`src/rtl/inst_fetch_queue.sv`:
```
// Instruction-fetch front end: credit-limited sequential fetch, in-order response
// queue, and redirect flush with squashing of responses already in flight.
module inst_fetch_queue #(
  parameter int ADDR_W = 32,
  parameter int INST_W = 32,
  parameter int DEPTH  = 4,
  parameter int PC_INC = 1,
  parameter logic [ADDR_W-1:0] RESET_PC = '0
) (
  input  logic                       i_clk,
  input  logic                       i_rst,
  input  logic                       i_start,
  output logic                       o_imem_req,
  output logic [ADDR_W-1:0]          o_imem_addr,
  input  logic                       i_imem_ack,
  input  logic                       i_imem_rvalid,
  input  logic [INST_W-1:0]          i_imem_rdata,
  input  logic                       i_redirect,
  input  logic [ADDR_W-1:0]          i_redirect_pc,
  output logic                       o_inst_valid,
  output logic [INST_W-1:0]          o_inst,
  output logic [ADDR_W-1:0]          o_inst_pc,
  input  logic                       i_inst_ready,
  output logic [$clog2(DEPTH):0]     o_outstanding
);
  localparam int PW = $clog2(DEPTH);
  localparam int CW = PW + 1;

  typedef enum logic {IDLE, RUN} state_t;
  state_t state, state_nxt;

  logic [ADDR_W-1:0] fetch_pc, resp_pc;
  logic [CW-1:0]     count, outstanding, drop, outstanding_nxt;
  logic [PW-1:0]     rd_ptr, wr_ptr;
  logic [INST_W-1:0] q_inst [DEPTH];
  logic [ADDR_W-1:0] q_pc   [DEPTH];
  logic [CW:0]       credit;
  logic              fire, rsp, push, pop;

  always_ff @(posedge i_clk) begin
    if (i_rst) state <= IDLE;
    else       state <= state_nxt;
  end

  // A request slot is only granted if its response is guaranteed a queue entry.
  always_comb begin
    state_nxt  = state;
    o_imem_req = 1'b0;
    credit     = {1'b0, count} + {1'b0, outstanding};
    if (state == IDLE && i_start && !i_redirect) state_nxt = RUN;
    if (state == RUN && !i_redirect && credit < (CW+1)'(DEPTH)) o_imem_req = 1'b1;
  end

  assign fire            = o_imem_req & i_imem_ack;
  assign rsp             = i_imem_rvalid & (outstanding != '0);
  assign push            = rsp & (drop == '0) & !i_redirect;
  assign pop             = o_inst_valid & i_inst_ready;
  assign outstanding_nxt = outstanding + CW'(fire) - CW'(rsp);

  always_ff @(posedge i_clk) begin
    if (i_rst) begin
      fetch_pc    <= RESET_PC;
      resp_pc     <= RESET_PC;
      count       <= '0;
      outstanding <= '0;
      drop        <= '0;
      rd_ptr      <= '0;
      wr_ptr      <= '0;
    end else begin
      outstanding <= outstanding_nxt;
      if (i_redirect) begin
        // Everything still in flight belongs to the old path and must be squashed.
        fetch_pc <= i_redirect_pc;
        resp_pc  <= i_redirect_pc;
        drop     <= outstanding_nxt;
        count    <= '0;
        rd_ptr   <= '0;
        wr_ptr   <= '0;
      end else begin
        if (fire) fetch_pc <= fetch_pc + ADDR_W'(PC_INC);
        if (rsp && drop != '0) drop <= drop - CW'(1);
        if (push) begin
          resp_pc <= resp_pc + ADDR_W'(PC_INC);
          wr_ptr  <= wr_ptr + PW'(1);
        end
        if (pop) rd_ptr <= rd_ptr + PW'(1);
        count <= count + CW'(push) - CW'(pop);
      end
    end
  end

  always_ff @(posedge i_clk) begin
    if (push) begin
      q_inst[wr_ptr] <= i_imem_rdata;
      q_pc[wr_ptr]   <= resp_pc;
    end
  end

  assign o_imem_addr   = fetch_pc;
  assign o_inst_valid  = (count != '0);
  assign o_inst        = o_inst_valid ? q_inst[rd_ptr] : '0;
  assign o_inst_pc     = o_inst_valid ? q_pc[rd_ptr]   : '0;
  assign o_outstanding = outstanding;

  a_no_overflow: assert property (@(posedge i_clk) disable iff (i_rst)
    !(push && !pop && count == CW'(DEPTH)));
  a_credit: assert property (@(posedge i_clk) disable iff (i_rst)
    ({1'b0, count} + {1'b0, outstanding}) <= (CW+1)'(DEPTH));
endmodule

```
`config.mk`:
```
export PLATFORM = sky130hd
export DESIGN_NAME = inst_fetch_queue
export DESIGN_NICKNAME = d
export VERILOG_FILES = /design/src/rtl/inst_fetch_queue.sv
export SDC_FILE = /design/constraint.sdc
export NUM_CORES = 1
export LEC_CHECK = 0
export CORE_MARGIN = 4
export CORE_UTILIZATION = 50
export DETAILED_ROUTE_END_ITERATION = 16
export PLACE_DENSITY = 0.71
export RECOVER_POWER = 25
export SLEW_MARGIN = 20
export SYNTH_ARGS = -nofsm -noshare
export SYNTH_HDL_FRONTEND = slang
export SYNTH_SLANG_ARGS = --single-unit
```
`constraint.sdc`:
```
create_clock -name i_clk -period 6.7 [get_ports i_clk]
set_input_delay 0.67 -clock i_clk [delete_from_list [all_inputs] [get_ports i_clk]]
set_output_delay 0.67 -clock i_clk [all_outputs]
set_load 0.005 [all_outputs]
```
==> out/summary.md, run 1 <==
## Logic synthesis
- 0 — warnings from Yosys
- 51 — distinct cell type count of the synthesized netlist
- 14.6 µm² — Mapped Avg Cell Area
- 336 — flops & latches, synth
- 1050 — synthesized net count
- 0 — share of async-settable or async-resettable flops after synthesis
- 256 — Post-synth EDFFs
- 14100 µm² — Post-Synthesis Cell Area
- 0.659 — sequential fraction of the synthesis area
- 963 — synthesized instance count
- sky130_fd_sc_hd__edfxtp_1 — predominant post-synthesis flop cell

## Layout
- 17300 µm² — final instance area
- 22.9% — Layout Area Growth over Synthesis
- 0.123 — share of layout cells above drive strength 1
- 2102 — count of filler cells inserted in the layout
- 1216 — nets
- 0 — diodes inserted

## Clock network
- 0.51 ns — later-pin clock latency in the skew report
- 336 — sink count of the clock tree
- 36 — number of clock buffers inserted by TritonCTS
- sky130_fd_sc_hd__clkbuf_16 — clock root cell
- yes — clock tree from TritonCTS
- 0 — hold bufs inserted after CTS
- 0.06 ns — clock transition at the registers of the reported paths
- 2 — CTS H-tree lvls
- 3 — clk buf depth
- 0 — post-cts sizing count
- 0 — Post-CTS Setup Repair Bufs

## GRT
- 0 — antenna violations before repair
- 0.196 — overall global routing resource usage
- 67 — maximum number of pins on one net before global-route repair
- 0 — GRT Residual Overflow
- 8914 — vias in the first global route
- 48400 µm — wire length of the first global-routing pass

## Timing
- 0 — final count of hold timing violations
- 0 — count of final max-slew check failures
- 0 ns — Sum Neg Setup Slack
- 1.07 ns — Worst-Margin Slew
- no — setup repair after global routing missed its margin
- 0.0151 ns — worst-case clock skew
- 0.245 GHz — timing-limited maximum frequency
- 0.608 — final worst path period share
- 0.286 — worst relative slew slack
- 4.08 ns — shortest period the worst path allows
- 0 — final setup violation count

## Place
- 18800 µm — detailed-placement wirelength estimate
- 171 — Port Buffer Count
- 0.925 — routability-driven placement congestion ratio
- 16200 µm² — placed cell areas

## Min path
- reg -> reg — hold crit path type

## Worst setup path
- 0.73 ns — stage delay of the slowest cell on the critical path
- 2.95 ns — slack of the worst reg-to-reg path
- 4 — Crit path buffers/inverters
- clkdlybuf4s50_1, buf_4, nor4_1, and4_1, inv_2, ha_1, inv_1, ha_1, fa_1, xnor2_1, xnor2_1, a211oi_1 — critical-path cell list
- 7.13 ns — required time of the worst setup path
- simple AND/OR/NAND/NOR gates — delay-heaviest family, CP
- sky130_fd_sc_hd__and4_1 — critical path's slowest cell
- 4.51 ns — Worst EP arrival
- in -> reg — kind of critical path
- input port — startpoint types
- flip-flop — endpoint type of the worst setup path
- 45 — top fanout value on the critical path

## Floorplan
- 176 µm — die boundary width
- 61 — Row Count
- 30900 µm² — die area
- 27800 µm² — placeable core region
- 172 — top-level port count
- 176 µm — Vert. Die Dim
- 0.507 — starting density of the core

## Run
- 0 — Maximum Capacitance Violations

## Power and ir drop
- 0.00497 W — total power draw
- 5.60 nW — leakage power
- 287 nW/µm² — power density normalized to cell area
- 0.000157 V — worst vdd ir

## Detailed routing
- met4 — uppermost layer routed
- 8716 — vias post-DR
- 0 — number of routed nets with antenna violations
- 19.8 µm — post-DR wirelength/cell
- 2350 µm — total length of routed met3 wires
- 5.69 — average via count per standard cell
- 656 — Initial DRC Count
- 13500 µm — M1 WL
- 13900 µm — total length of routed met2 wires
- 5 — Initial DRT Pass Iterations
- 30300 µm — DRT Wirelength
- 0 — drc violations

## Status
- finished clean — outcome

cells by family after synthesis:
logic type               count (synthesis)  share of synthesized area
adder cells (fa/ha/maj)                 16                     0.0153
AO/OA/AOI/OAI                          132                     0.0616
AND/OR/NAND/NOR                        279                      0.109
buffers and inverters                   91                     0.0250
XOR/XNOR                                44                     0.0273
multiplexers                            65                      0.103
flip-flops                             336                      0.659
where the power goes:
part           switching, W  total, W  internal (W)
clock              0.000776   0.00193       0.00115
combinational      0.000274  0.000597      0.000323
sequential        0.0000859   0.00244       0.00236
total               0.00114   0.00497       0.00383
final timing paths:
kind,to,cells past startpoint,start
worst max-delay path,drop[2],12,i_redirect
worst min-delay path,state,2,state
worst max register to register,drop[2],11,o_outstanding[2]
worst min register to register,state,2,state
flip-flops by register name, summed over array words and instances, names as in the netlist, named ones only:
register and count:
count 3, drop 3, o_imem_addr 32, o_outstanding 3
q_inst 128, q_pc 128, rd_ptr 2, resp_pc 32
state 1, wr_ptr 2
layout make-up:
class | count | area, µm² | area share
sequential | 336 | 9290 | 0.537
multi-input combinational | 536 | 4460 | 0.258
inverter | 37 | 139 | 0.00802
timing repair buffer | 182 | 1790 | 0.103
clock buffer | 45 | 976 | 0.0564
tap | 378 | 473 | 0.0273
clock inverter | 19 | 184 | 0.0106
layer usage:
layer	track usage	vias to the layer above
li1	-	4026
met1	0.284	4256
met2	0.307	388
met3	0.0426	46
met4	0.0494	0
met5	0	-
synth_stat cells, drive strengths merged, types with 24 or more instances:
| library cell | number | area (µm²) |
|---|---|---|
| edfxtp | 256 | 7690 |
| xnor2 | 31 | 272 |
| inv | 37 | 139 |
| nor2 | 47 | 176 |
| nand4 | 29 | 194 |
| mux4 | 64 | 1440 |
| dfxtp | 80 | 1600 |
| and2 | 74 | 463 |
| clkbuf | 39 | 146 |
| a21oi | 33 | 165 |
| nand2 | 35 | 131 |
| nand3 | 24 | 120 |
through the flow:
step,hold slack [ns],setup WS [ns],utilization,cells
after floorplan,0.463,3.24,-,963
after global placement,0.493,2.18,0.581,1469
after detailed placement,0.490,2.12,0.581,1469
after CTS,0.505,2.66,0.623,1533
after global routing,0.547,2.42,0.623,1533
final,0.503,2.62,0.623,1533
placed cells by master, fill, tap and decap left out, types with 14 or more instances in the layout:
master / Yosys / layout
sky130_fd_sc_hd__o21ai_0: 20 / 20
sky130_fd_sc_hd__nor2_1: 47 / 47
sky130_fd_sc_hd__nand3_1: 24 / 24
sky130_fd_sc_hd__inv_1: 35 / 35
sky130_fd_sc_hd__xnor2_1: 31 / 31
sky130_fd_sc_hd__nor4_1: 20 / 20
sky130_fd_sc_hd__mux4_2: 64 / 64
sky130_fd_sc_hd__clkbuf_16: 0 / 37
sky130_fd_sc_hd__a21oi_1: 33 / 33
sky130_fd_sc_hd__nand2_1: 35 / 35
sky130_fd_sc_hd__clkdlybuf4s50_1: 0 / 157
sky130_fd_sc_hd__nand4_1: 27 / 27
sky130_fd_sc_hd__dfxtp_1: 80 / 78
sky130_fd_sc_hd__edfxtp_1: 256 / 256
sky130_fd_sc_hd__and2_1: 74 / 70
sky130_fd_sc_hd__ha_1: 14 / 14
sky130_fd_sc_hd__a21boi_0: 15 / 15
worst min-delay path, delay by kind of cell (launching register included):
kind | cells | cell delay, ns
AO/OA/AOI/OAI | 1 | 0.05
flip-flops | 1 | 0.35
AND/OR/NAND/NOR | 1 | 0.07
Note: power is estimated with default switching activity, not from simulation.
==> run 2: changes to the inputs <==
- PLACE_DENSITY: 0.71 -> 0.74
- clock period: 6.7 -> 3.5 ns (I/O delays scaled with it)
==> out/summary.md, run 2 (same netlist as run 1, synthesis figures left out) <==
## Timing
- 0 — final count of hold timing violations
- 0.244 ns — hold_ws
- 0 — final setup violation count
- 3.01 ns — shortest period the worst path allows
- 0 — count of final max-slew check failures
- 1.00 ns — Worst-Margin Slew
- 0.0116 ns — worst-case clock skew
- 0.333 GHz — timing-limited maximum frequency
- 0 ns — Sum Neg Setup Slack
- no — setup repair after global routing missed its margin
- 0.859 — final worst path period share
- 0.326 — worst relative slew slack

## Detailed routing
- 0 — number of routed nets with antenna violations
- 5.67 — average via count per standard cell
- 5 — Initial DRT Pass Iterations
- 0 — drc violations
- 29800 µm — DRT Wirelength
- 19.3 µm — post-DR wirelength/cell
- 8730 — vias post-DR
- 662 — Initial DRC Count

## Min path
- 2 — Cells on Worst Hold Path
- i_rst — critical hold path startpoint
- in -> reg — hold crit path type

## Floorplan
- 172 — top-level port count
- 176 µm — die boundary width
- 0.507 — starting density of the core
- 30900 µm² — die area
- 61 — Row Count
- 27800 µm² — placeable core region
- 176 µm — Vert. Die Dim

## Place
- 0.892 — routability-driven placement congestion ratio
- 19200 µm — detailed-placement wirelength estimate
- 171 — Port Buffer Count
- 16300 µm² — placed cell areas
- 1479 — Placed Instances

## Clock network
- sky130_fd_sc_hd__clkbuf_16 — clock root cell
- 0.06 ns — clock transition at the registers of the reported paths
- 336 — sink count of the clock tree
- yes — clock tree from TritonCTS
- 34 — number of clock buffers inserted by TritonCTS
- 0.50 ns — later-pin clock latency in the skew report
- 3 — clk buf depth
- 0 — post-cts sizing count
- 2 — CTS H-tree lvls
- 0 — Post-CTS Setup Repair Bufs
- 0 — hold bufs inserted after CTS

## GRT
- 0.292 — M1 GR Usage
- 0 — GRT Residual Overflow
- 47600 µm — wire length of the first global-routing pass
- 0.193 — overall global routing resource usage
- met1 — most heavily used metal layer in global routing
- 0 — antenna violations before repair
- 0.0418 — met3 track demand over resource
- 8783 — vias in the first global route
- 66 — maximum number of pins on one net before global-route repair
- 0.289 — routing usage on met2

## Layout
- sky130_fd_sc_hd__edfxtp_1 — commonest non-fill, non-tap cell in the layout
- 0 — diodes inserted
- 1540 — Final Instance Count excl. Fillers
- 256 x sky130_fd_sc_hd__edfxtp_1, 138 x sky130_fd_sc_hd__clkdlybuf4s50_1, 78 x sky130_fd_sc_hd__dfxtp_1 — most frequent cells in the layout
- 17400 µm² — final instance area
- 1224 — nets
- 0.123 — share of layout cells above drive strength 1
- q_inst (128), q_pc (128) — registers with the highest flip-flop counts
- 23.3% — Layout Area Growth over Synthesis

## Worst setup path
- 11 — worst r2r path cells
- reg -> out — kind of critical path
- o_outstanding[2] — Critical R2R Launch
- flip-flop — startpoint types
- output pin — endpoint type of the worst setup path
- 0.71 ns — slack of the worst reg-to-reg path
- drop[2] — terminus of the critical flop-to-flop path
- 3.15 ns — required time of the worst setup path
- 2.66 ns — Worst EP arrival
- o_inst_pc[30] — capturing element of the worst setup path
- 25 — top fanout value on the critical path

## Status
- finished clean — outcome

## Power and ir drop
- 0.000271 V — worst vdd ir
- 5.63 nW — leakage power
- 535 nW/µm² — power density normalized to cell area
- 0.00931 W — total power draw

## Run
- 0 — Maximum Capacitance Violations

[run 2: cell types whose count changed in the layout (fill, tap and decap cells not counted), sizes merged]
cell / previous run / this run
inv: 40 / 39
clkdlybuf4s50: 157 / 138
clkinvlp: 2 / 0
buf: 12 / 22
clkbuf: 45 / 42
dlygate4sd3: 13 / 32
clkinv: 11 / 14
[run 2: power by group]
| part | switching (W) | total (W) | internal, W |
|---|---|---|---|
| Clock | 0.00141 | 0.00347 | 0.00205 |
| Combinational | 0.000541 | 0.00117 | 0.000632 |
| Sequential | 0.000157 | 0.00467 | 0.00451 |
| Total | 0.00211 | 0.00931 | 0.00720 |
[run 2: critical path: stages, from the launching register on]
cell and delay [ns]:
sky130_fd_sc_hd__dfxtp_4 0.61, sky130_fd_sc_hd__buf_12 0.28, sky130_fd_sc_hd__mux4_2 0.56, sky130_fd_sc_hd__and2_1 0.19, sky130_fd_sc_hd__clkdlybuf4s50_1 0.47
[run 2: per-layer routing]
metal  part of all wire  vias up
met5                  0        -
met4              0.017        0
met3              0.085       33
met2               0.45      396
met1               0.45     4257
li1                   -     4044
[run 2: how the worst min path moves through the flow]
stage,end
3_5_place_dp,state
2_1_floorplan,q_inst[0][0]
6_report,state
3_3_place_gp,state
5_1_grt,o_imem_addr[11]
4_1_cts,o_imem_addr[11]
[run 2: metrics by stage]
step | utilization | setup slack, ns
after floorplan | - | 0.355
after global placement | 0.587 | 0.535
after detailed placement | 0.587 | 0.403
after CTS | 0.626 | 0.412
after global routing | 0.626 | 0.310
final | 0.626 | 0.494
[run 2: cell type report]
type                    instances  area [µm²]
flip-flops and latches        336        9290
inverters                      37         139
repair buffers                192        1940
multi-input cells             536        4460
well taps                     378         473
clock inverters                19         176
fillers                      2079       10400
clock buffers                  42         901
